**src/rtl/cpu_core_pkg.sv**
```systemverilog
// cpu_core_pkg: shared types and constants for the multi-cycle core.
//   - opcode_e : 4-bit instruction opcodes
//   - state_e  : sequencer states FETCH/EXEC/MEM/WB/HALT
//   - instruction field bit positions and register-file size
package cpu_core_pkg;

  localparam int NUM_REGS = 8;
  localparam int REG_AW   = 3;

  // Instruction field positions
  localparam int OP_LSB  = 12;
  localparam int RD_LSB  = 9;
  localparam int RS1_LSB = 6;
  localparam int RS2_LSB = 3;
  localparam int IMM_W   = 8;
  localparam int OFF_W   = 6;

  typedef enum logic [3:0] {
    OP_LDI  = 4'd0,
    OP_MOV  = 4'd1,
    OP_ADD  = 4'd2,
    OP_SUB  = 4'd3,
    OP_AND  = 4'd4,
    OP_OR   = 4'd5,
    OP_SRL  = 4'd6,
    OP_SLL  = 4'd7,
    OP_LD   = 4'd8,
    OP_ST   = 4'd9,
    OP_BEQ  = 4'd10,
    OP_JMP  = 4'd11,
    OP_NOP0 = 4'd12,
    OP_NOP1 = 4'd13,
    OP_NOP2 = 4'd14,
    OP_HALT = 4'd15
  } opcode_e;

  typedef enum logic [2:0] {
    ST_FETCH = 3'd0,
    ST_EXEC  = 3'd1,
    ST_MEM   = 3'd2,
    ST_WB    = 3'd3,
    ST_HALT  = 3'd4
  } state_e;

endpackage

```
**src/rtl/cpu_core_if.sv**
```systemverilog
// cpu_core_if: instruction-source handshake.
//   instr       : 16-bit instruction word
//   instr_valid : source has an instruction on instr
//   instr_ready : core accepts an instruction this cycle
// master = instruction source, slave = core.
interface cpu_core_if;
  logic [15:0] instr;
  logic        instr_valid;
  logic        instr_ready;

  modport master (output instr, output instr_valid, input instr_ready);
  modport slave  (input instr, input instr_valid, output instr_ready);
endinterface

```
**src/rtl/barrel_shift.sv**
```systemverilog
// barrel_shift: combinational logical shifter, log2(DATA_W) stages of 2:1
// selection. Only compiled when CPU_CORE_SHIFT_EN is defined.
//   data   : value to shift
//   amount : shift distance, SH_W bits
//   left   : 1 = shift left, 0 = shift right (zero fill both ways)
//   result : shifted value
`ifdef CPU_CORE_SHIFT_EN
module barrel_shift #(
  parameter int DATA_W = 8,
  parameter int SH_W   = $clog2(DATA_W)
) (
  input  logic [DATA_W-1:0] data,
  input  logic [SH_W-1:0]   amount,
  input  logic              left,
  output logic [DATA_W-1:0] result
);
  logic [SH_W:0][DATA_W-1:0] stage;

  assign stage[0] = data;

  // Stage gi moves the value by 2**gi when amount[gi] is set
  for (genvar gi = 0; gi < SH_W; gi++) begin : g_stage
    assign stage[gi+1] = amount[gi]
                         ? (left ? (stage[gi] << (2**gi)) : (stage[gi] >> (2**gi)))
                         : stage[gi];
  end

  assign result = stage[SH_W];
endmodule
`endif

```
**src/rtl/cpu_core_mc.sv**
```systemverilog
// cpu_core_mc: multi-cycle register CPU sequenced FETCH->EXEC->(MEM)->WB.
//   clk, reset_n : clock and synchronous active-low reset
//   bus          : instruction handshake (slave side)
//   pc           : address of next instruction to fetch
//   aluresult    : last value written to a register or DMEM
//   zero         : last ALU-class result was zero
//   busy         : core is not in FETCH
//   halted       : HALT executed
// Optional feature macro: CPU_CORE_SHIFT_EN (SRL/SLL via barrel_shift;
// otherwise those opcodes behave as NOPs).
module cpu_core_mc
  import cpu_core_pkg::*;
#(
  parameter int DATA_W     = 8,
  parameter int DMEM_DEPTH = 16,
  parameter int PC_W       = 9
) (
  input  logic              clk,
  input  logic              reset_n,
  cpu_core_if.slave         bus,
  output logic [PC_W-1:0]   pc,
  output logic [DATA_W-1:0] aluresult,
  output logic              zero,
  output logic              busy,
  output logic              halted
);
  localparam int AW   = (DMEM_DEPTH > 1) ? $clog2(DMEM_DEPTH) : 1;
  localparam int SH_W = $clog2(DATA_W);

  state_e            state_reg, state_next;
  logic [15:0]       ir_reg;
  logic [PC_W-1:0]   pc_reg;
  logic [DATA_W-1:0] res_reg;
  logic              zero_reg;
  logic [DATA_W-1:0] regs [NUM_REGS];
  logic [DATA_W-1:0] dmem [DMEM_DEPTH];
  logic [DATA_W-1:0] mem_rdata_reg;

  // Results computed in EXEC, held until the WB commit
  logic [DATA_W-1:0] ex_res_reg;
  logic [PC_W-1:0]   ex_pc_reg;
  logic [AW-1:0]     ex_addr_reg;
  logic              ex_wreg_reg, ex_wmem_reg, ex_zupd_reg, ex_ld_reg;

  opcode_e               op;
  logic [REG_AW-1:0]     rd_idx, rs1_idx, rs2_idx;
  logic [DATA_W-1:0]     a, b, d;
  logic [PC_W-1:0]       off_ext;

  assign op      = opcode_e'(ir_reg[OP_LSB +: 4]);
  assign rd_idx  = ir_reg[RD_LSB +: REG_AW];
  assign rs1_idx = ir_reg[RS1_LSB +: REG_AW];
  assign rs2_idx = ir_reg[RS2_LSB +: REG_AW];
  assign a       = regs[rs1_idx];
  assign b       = regs[rs2_idx];
  assign d       = regs[rd_idx];
  assign off_ext = PC_W'($signed(ir_reg[OFF_W-1:0]));

`ifdef CPU_CORE_SHIFT_EN
  logic [DATA_W-1:0] shift_out;
  barrel_shift #(.DATA_W(DATA_W)) u_shift (
    .data   (a),
    .amount (b[SH_W-1:0]),
    .left   (op == OP_SLL),
    .result (shift_out)
  );
`endif

  // Execute: decode and compute everything the commit needs
  logic [DATA_W-1:0] exe_res;
  logic [PC_W-1:0]   exe_pc;
  logic              exe_wreg, exe_wmem, exe_zupd;

  always_comb begin
    exe_res  = '0;
    exe_pc   = pc_reg + PC_W'(1);
    exe_wreg = 1'b0;
    exe_wmem = 1'b0;
    exe_zupd = 1'b0;
    case (op)
      OP_LDI: begin exe_res = DATA_W'(ir_reg[IMM_W-1:0]); exe_wreg = 1'b1; end
      OP_MOV: begin exe_res = b;                   exe_wreg = 1'b1; exe_zupd = 1'b1; end
      OP_ADD: begin exe_res = a + b;               exe_wreg = 1'b1; exe_zupd = 1'b1; end
      OP_SUB: begin exe_res = a + (~b) + DATA_W'(1); exe_wreg = 1'b1; exe_zupd = 1'b1; end
      OP_AND: begin exe_res = a & b;               exe_wreg = 1'b1; exe_zupd = 1'b1; end
      OP_OR:  begin exe_res = a | b;               exe_wreg = 1'b1; exe_zupd = 1'b1; end
`ifdef CPU_CORE_SHIFT_EN
      OP_SRL, OP_SLL: begin exe_res = shift_out; exe_wreg = 1'b1; exe_zupd = 1'b1; end
`endif
      OP_LD:  exe_wreg = 1'b1;
      OP_ST:  begin exe_res = b; exe_wmem = 1'b1; end
      // Offset is relative to the BEQ's own address
      OP_BEQ: if (d == a) exe_pc = pc_reg + off_ext;
      OP_JMP: exe_pc = ir_reg[PC_W-1:0];
      OP_HALT: exe_pc = pc_reg;
      default: ;
    endcase
  end

  // FSM: state register
  always_ff @(posedge clk) begin
    if (!reset_n) state_reg <= ST_FETCH;
    else          state_reg <= state_next;
  end

  // FSM: next state
  always_comb begin
    state_next = state_reg;
    case (state_reg)
      ST_FETCH: if (bus.instr_valid) state_next = ST_EXEC;
      ST_EXEC: begin
        if (op == OP_LD)        state_next = ST_MEM;
        else if (op == OP_HALT) state_next = ST_HALT;
        else                    state_next = ST_WB;
      end
      ST_MEM:  state_next = ST_WB;
      ST_WB:   state_next = ST_FETCH;
      ST_HALT: state_next = ST_HALT;
      default: state_next = ST_FETCH;
    endcase
  end

  // FSM: outputs (state-only, ready never looks at valid)
  always_comb begin
    bus.instr_ready = (state_reg == ST_FETCH);
    busy            = (state_reg != ST_FETCH);
    halted          = (state_reg == ST_HALT);
  end

  logic [DATA_W-1:0] wb_data;
  assign wb_data = ex_ld_reg ? mem_rdata_reg : ex_res_reg;

  // Architectural state and EXEC/WB hand-off
  always_ff @(posedge clk) begin
    if (!reset_n) begin
      pc_reg      <= '0;
      res_reg     <= '0;
      zero_reg    <= 1'b0;
      ir_reg      <= '0;
      ex_res_reg  <= '0;
      ex_pc_reg   <= '0;
      ex_addr_reg <= '0;
      ex_wreg_reg <= 1'b0;
      ex_wmem_reg <= 1'b0;
      ex_zupd_reg <= 1'b0;
      ex_ld_reg   <= 1'b0;
      for (int i = 0; i < NUM_REGS; i++) regs[i] <= '0;
    end else begin
      if (state_reg == ST_FETCH && bus.instr_valid) ir_reg <= bus.instr;
      if (state_reg == ST_EXEC) begin
        ex_res_reg  <= exe_res;
        ex_pc_reg   <= exe_pc;
        ex_addr_reg <= a[AW-1:0];
        ex_wreg_reg <= exe_wreg;
        ex_wmem_reg <= exe_wmem;
        ex_zupd_reg <= exe_zupd;
        ex_ld_reg   <= (op == OP_LD);
      end
      if (state_reg == ST_WB) begin
        pc_reg <= ex_pc_reg;
        if (ex_wreg_reg) begin
          regs[rd_idx] <= wb_data;
          res_reg      <= wb_data;
        end
        if (ex_wmem_reg) res_reg  <= ex_res_reg;
        if (ex_zupd_reg) zero_reg <= (ex_res_reg == '0);
      end
    end
  end

  // Data RAM: no reset on contents; a store coinciding with reset is dropped
  always_ff @(posedge clk) begin
    if (reset_n && state_reg == ST_WB && ex_wmem_reg) dmem[ex_addr_reg] <= ex_res_reg;
    if (state_reg == ST_MEM) mem_rdata_reg <= dmem[ex_addr_reg];
  end

  assign pc        = pc_reg;
  assign aluresult = res_reg;
  assign zero      = zero_reg;
endmodule
```
**src/flat_wrapper.sv**
```systemverilog
// flat-port wrapper written by rule: the top's interface ports become plain ports
module cpu_core_mc_flat import cpu_core_pkg::*;
#(
  parameter int DATA_W     = 8,
  parameter int DMEM_DEPTH = 16,
  parameter int PC_W       = 9
)
  (clk, reset_n, pc, aluresult, zero, busy, halted, bus_instr, bus_instr_valid, bus_instr_ready);
  cpu_core_if bus_i ();
  input  logic clk;
  input  logic reset_n;
  output logic [PC_W-1:0] pc;
  output logic [DATA_W-1:0] aluresult;
  output logic zero;
  output logic busy;
  output logic halted;
  input wire logic [$bits(bus_i.instr)-1:0] bus_instr;
  input wire logic [$bits(bus_i.instr_valid)-1:0] bus_instr_valid;
  output wire logic [$bits(bus_i.instr_ready)-1:0] bus_instr_ready;
  assign bus_i.instr = bus_instr;
  assign bus_i.instr_valid = bus_instr_valid;
  assign bus_instr_ready = bus_i.instr_ready;
  cpu_core_mc #(.DATA_W(DATA_W), .DMEM_DEPTH(DMEM_DEPTH), .PC_W(PC_W)) u_core (.clk(clk), .reset_n(reset_n), .bus(bus_i), .pc(pc), .aluresult(aluresult), .zero(zero), .busy(busy), .halted(halted));
endmodule
```
**config.mk**
```make
export PLATFORM = sky130hd
export DESIGN_NAME = cpu_core_mc_flat
export DESIGN_NICKNAME = d
export VERILOG_FILES = /design/src/rtl/cpu_core_pkg.sv /design/src/rtl/cpu_core_if.sv /design/src/rtl/barrel_shift.sv /design/src/rtl/cpu_core_mc.sv /design/src/flat_wrapper.sv
export SDC_FILE = /design/constraint.sdc
export NUM_CORES = 1
export LEC_CHECK = 0
export BUFFER_PORTS_ARGS = -buffer_cell sky130_fd_sc_hd__buf_2
export CORE_MARGIN = 2
export CORE_UTILIZATION = 27
export DETAILED_ROUTE_END_ITERATION = 8
export SLEW_MARGIN = 20
export SYNTH_ARGS = -nofsm -noshare
export SYNTH_HDL_FRONTEND = slang
export SYNTH_HIERARCHICAL = 1
export SYNTH_SLANG_ARGS = --single-unit
```
**constraint.sdc**
```tcl
create_clock -name clk -period 4.1 [get_ports clk]
set_clock_uncertainty 0.05 [all_clocks]
set_input_delay 1.23 -clock clk [delete_from_list [all_inputs] [get_ports clk]]
set_output_delay 1.23 -clock clk [all_outputs]
set_load 0.005 [all_outputs]
```
==> impl_metrics.yaml <==
run_status:
  status: "complete, no violations"
die:
  die_y_um: 227.6
  core_mm2: 0.04915
  io_pins: 40
  die-area_mm2: 0.05180
  initial_utilization: 0.2746
  die_w_um: 227.6
  rows: 81
hold_path:
  worstHoldPathCells: 2
  min_to: "u_core/pc[5]"
  hold_path_class: "reg -> reg"
  min_from: "u_core/ex_pc_reg[5]"
setup_path:
  crit_top_cell: "a21oi_1"
  crit_path_max_incr_delay_ps: 550
  critPathCaptureType: "register"
  start_kind: "register"
  worst-r2r-setup-slack_ps: 580
  reg2reg_to: "u_core/ex_res_reg[6]"
  critPathSlowestCell: "mux4_2"
  path_max_fanout: 7
  path_cells: "buf_4, mux4_2, mux2i_1, inv_1, ha_1, fa_1, a21o_1, a21oi_1, o21bai_1, a211oi_1, a21oi_1, xnor2_1, a21oi_1"
  criticalPathCategory: "reg -> reg"
  cpLargestDelayFamily: "multiplexers"
  worstPathRequired_ps: 4480
  worstPathArrival_ps: 3900
  path_buf_inv: 2
  reg2reg_depth: 13
power:
  ir_drop_uv: 353.1
  leakage_uw: 0.005364
  power_density_mw_per_mm2: 428.7
yosys:
  synth_top_family_by_area: "multiplexers"
  yosysUniqueCellTypes: 62
  synth.top_cell.area_share: 0.4449
  synth-simple-area-share: 0.1054
  synth-async-reset-ratio: 0
  syn_area_per_cell_um2: 12.61
  synth_seq_cells: 271
  synth_area_leaders: "edfxtp_1, dfxtp_1, mux4_2"
  synth_mux_area_frac: 0.1829
  synth-edff-count: 200
  synth_adder_area_share: 0.03411
  seq_area_frac_synth: 0.5502
  ys_warn_count: 6
  synth_area_leader_cell: "edfxtp_1"
  synthXorXnorAreaFrac: 0.01233
  synthFlopType: "edfxtp_1"
  synth.net_count: 1124
  netlist_area_mm2: 0.01350
  synth_compound_area_frac: 0.08788
  synth_cells: 1070
global_routing:
  overflow: 0
  first_global_vias: 8847
  track_usage: 0.1392
  grt_max_degree: 53
  grt_pass1_wl_um: 54650
  antenna_found_initial: 0
cts:
  postCtsResizedCells: 0
  cts.sinks: 271
  cts_root_buffer: "clkbuf_16"
  cts_setup_buffers: 0
  cts_tree: "yes"
  h-tree-depth: 1
  cts.clk_slew.worst_paths_ps: 60
  insertion_delay_ps: 580
  cts_buffers: 29
  clk_path_buf_depth: 3
  cts_hold_buffers: 0
placement:
  placed_area_mm2: 0.01463
  dpl_worst_slack_ps: 646.9
  gpl.final_weighted_congestion: 0.8855
  place_hpwl_um: 25260
  port_buffers: 39
sta:
  setup_viol: 0
  post-route-period-util: 0.8574
  fmax_mhz: 284.5
  min_period_ps: 3515
  worst_pin_slew_ps: 1112
  rsz0062_at_grt: "no"
  slew_violations: 0
  fin_setup_tns_ps: 0
  slew_headroom: 0.2371
  setup_slack_ps: 584.7
  final_hold_viol_count: 0
final_layout:
  area_growth_syn_to_layout_pct: 15.92
  n_antenna_cell: 0
  drive_above_1_share: 0.1969
  fin_util: 0.3183
  final_common_cell: "edfxtp_1"
  final_cell_mix: "edfxtp_1, nor2_1, nand2_1, a21oi_1, dfxtp_1"
  fin_area_mm2: 0.01565
  largest_reg_flops: 128
  nets: 1184
  fillers: 4844
routing:
  postRouteAntennaNets: 0
  drt_pass1_iterations: 5
  vias: 9069
  drc: 0
  drt_iter0_markers: 836
  via_per_inst: 4.991
  drt_wl_total_um: 36190
  wire_per_inst_um: 19.92
job:
  drv_cap: 0
-- Yosys cell counts, types with 10 or more instances --
cell type / instances
mux4_1: 16
xnor2_1: 10
dfxtp_1: 71
clkbuf_1: 42
nor2b_1: 11
edfxtp_1: 200
o21ai_0: 35
nor3_1: 13
nand2_1: 114
nand3_1: 10
mux4_2: 60
ha_1: 32
nor2_1: 132
a22oi_1: 16
mux2_2: 17
a21oi_1: 70
inv_1: 27
mux2i_1: 49
-- report_power, final --
group          switching [uW]  internal [uW]
sequential                120           3010
clock                    1120           1620
combinational             483            361
-- logic make-up (layout without fill, tap and decap cells) --
group                    Yosys count  count (layout)
XOR/XNOR                          19              19
adder cells (fa/ha/maj)           35              35
AO/OA/AOI/OAI                    189             189
buffers and inverters             86             169
flip-flops                       271             271
multiplexers                     143             143
AND/OR/NAND/NOR                  327             327
-- stage by stage --
step	hold WS, ps	total power [uW]	std cells
after global routing	428.4	6957	1817
final	410.0	6707	1817
after global placement	395.4	4006	1763
after detailed placement	399.4	4016	1763
after CTS	411.3	6764	1817
after floorplan	378.7	3747	1070
-- worst register-to-register path: stages, from the launching register on --
cell	delay, ps
dfxtp_1	370
buf_4	220
mux4_2	550
mux2i_1	340
inv_1	120
ha_1	250
fa_1	430
a21o_1	170
a21oi_1	200
o21bai_1	90
a211oi_1	260
a21oi_1	90
xnor2_1	180
a21oi_1	80
-- routing by layer --
layer / track usage / vias to the layer above / share of wire / wire, um
met4: 0.04069 / 0 / 0.030 / 1081
met1: 0.1888 / 4542 / 0.43 / 15580
met2: 0.2319 / 299 / 0.48 / 17480
li1: - / 4162 / - / -
met3: 0.01897 / 66 / 0.057 / 2053
met5: 0 / - / 0 / 0
-- cell type report --
class	instances	area, um2	area share
Inverter	28	105.1	0.006717
Clock buffer	39	825.8	0.05278
Timing Repair Buffer	87	555.5	0.03551
Sequential cell	271	7428	0.4748
Tap cell	664	830.8	0.05310
Clock inverter	15	186.4	0.01192
Multi-Input combinational cell	713	5714	0.3652
-- how the worst max path moves through the flow --
stage,start,end,cells past startpoint
6_report,register,u_core/ex_res_reg[6],13
3_3_place_gp,register,u_core/ex_res_reg[6],13
4_1_cts,register,u_core/ex_res_reg[6],13
3_5_place_dp,register,u_core/ex_res_reg[6],13
2_1_floorplan,register,u_core/ex_res_reg[6],14
5_1_grt,register,u_core/ex_res_reg[6],13
No activity file was read; power rests on OpenSTA's default activity.
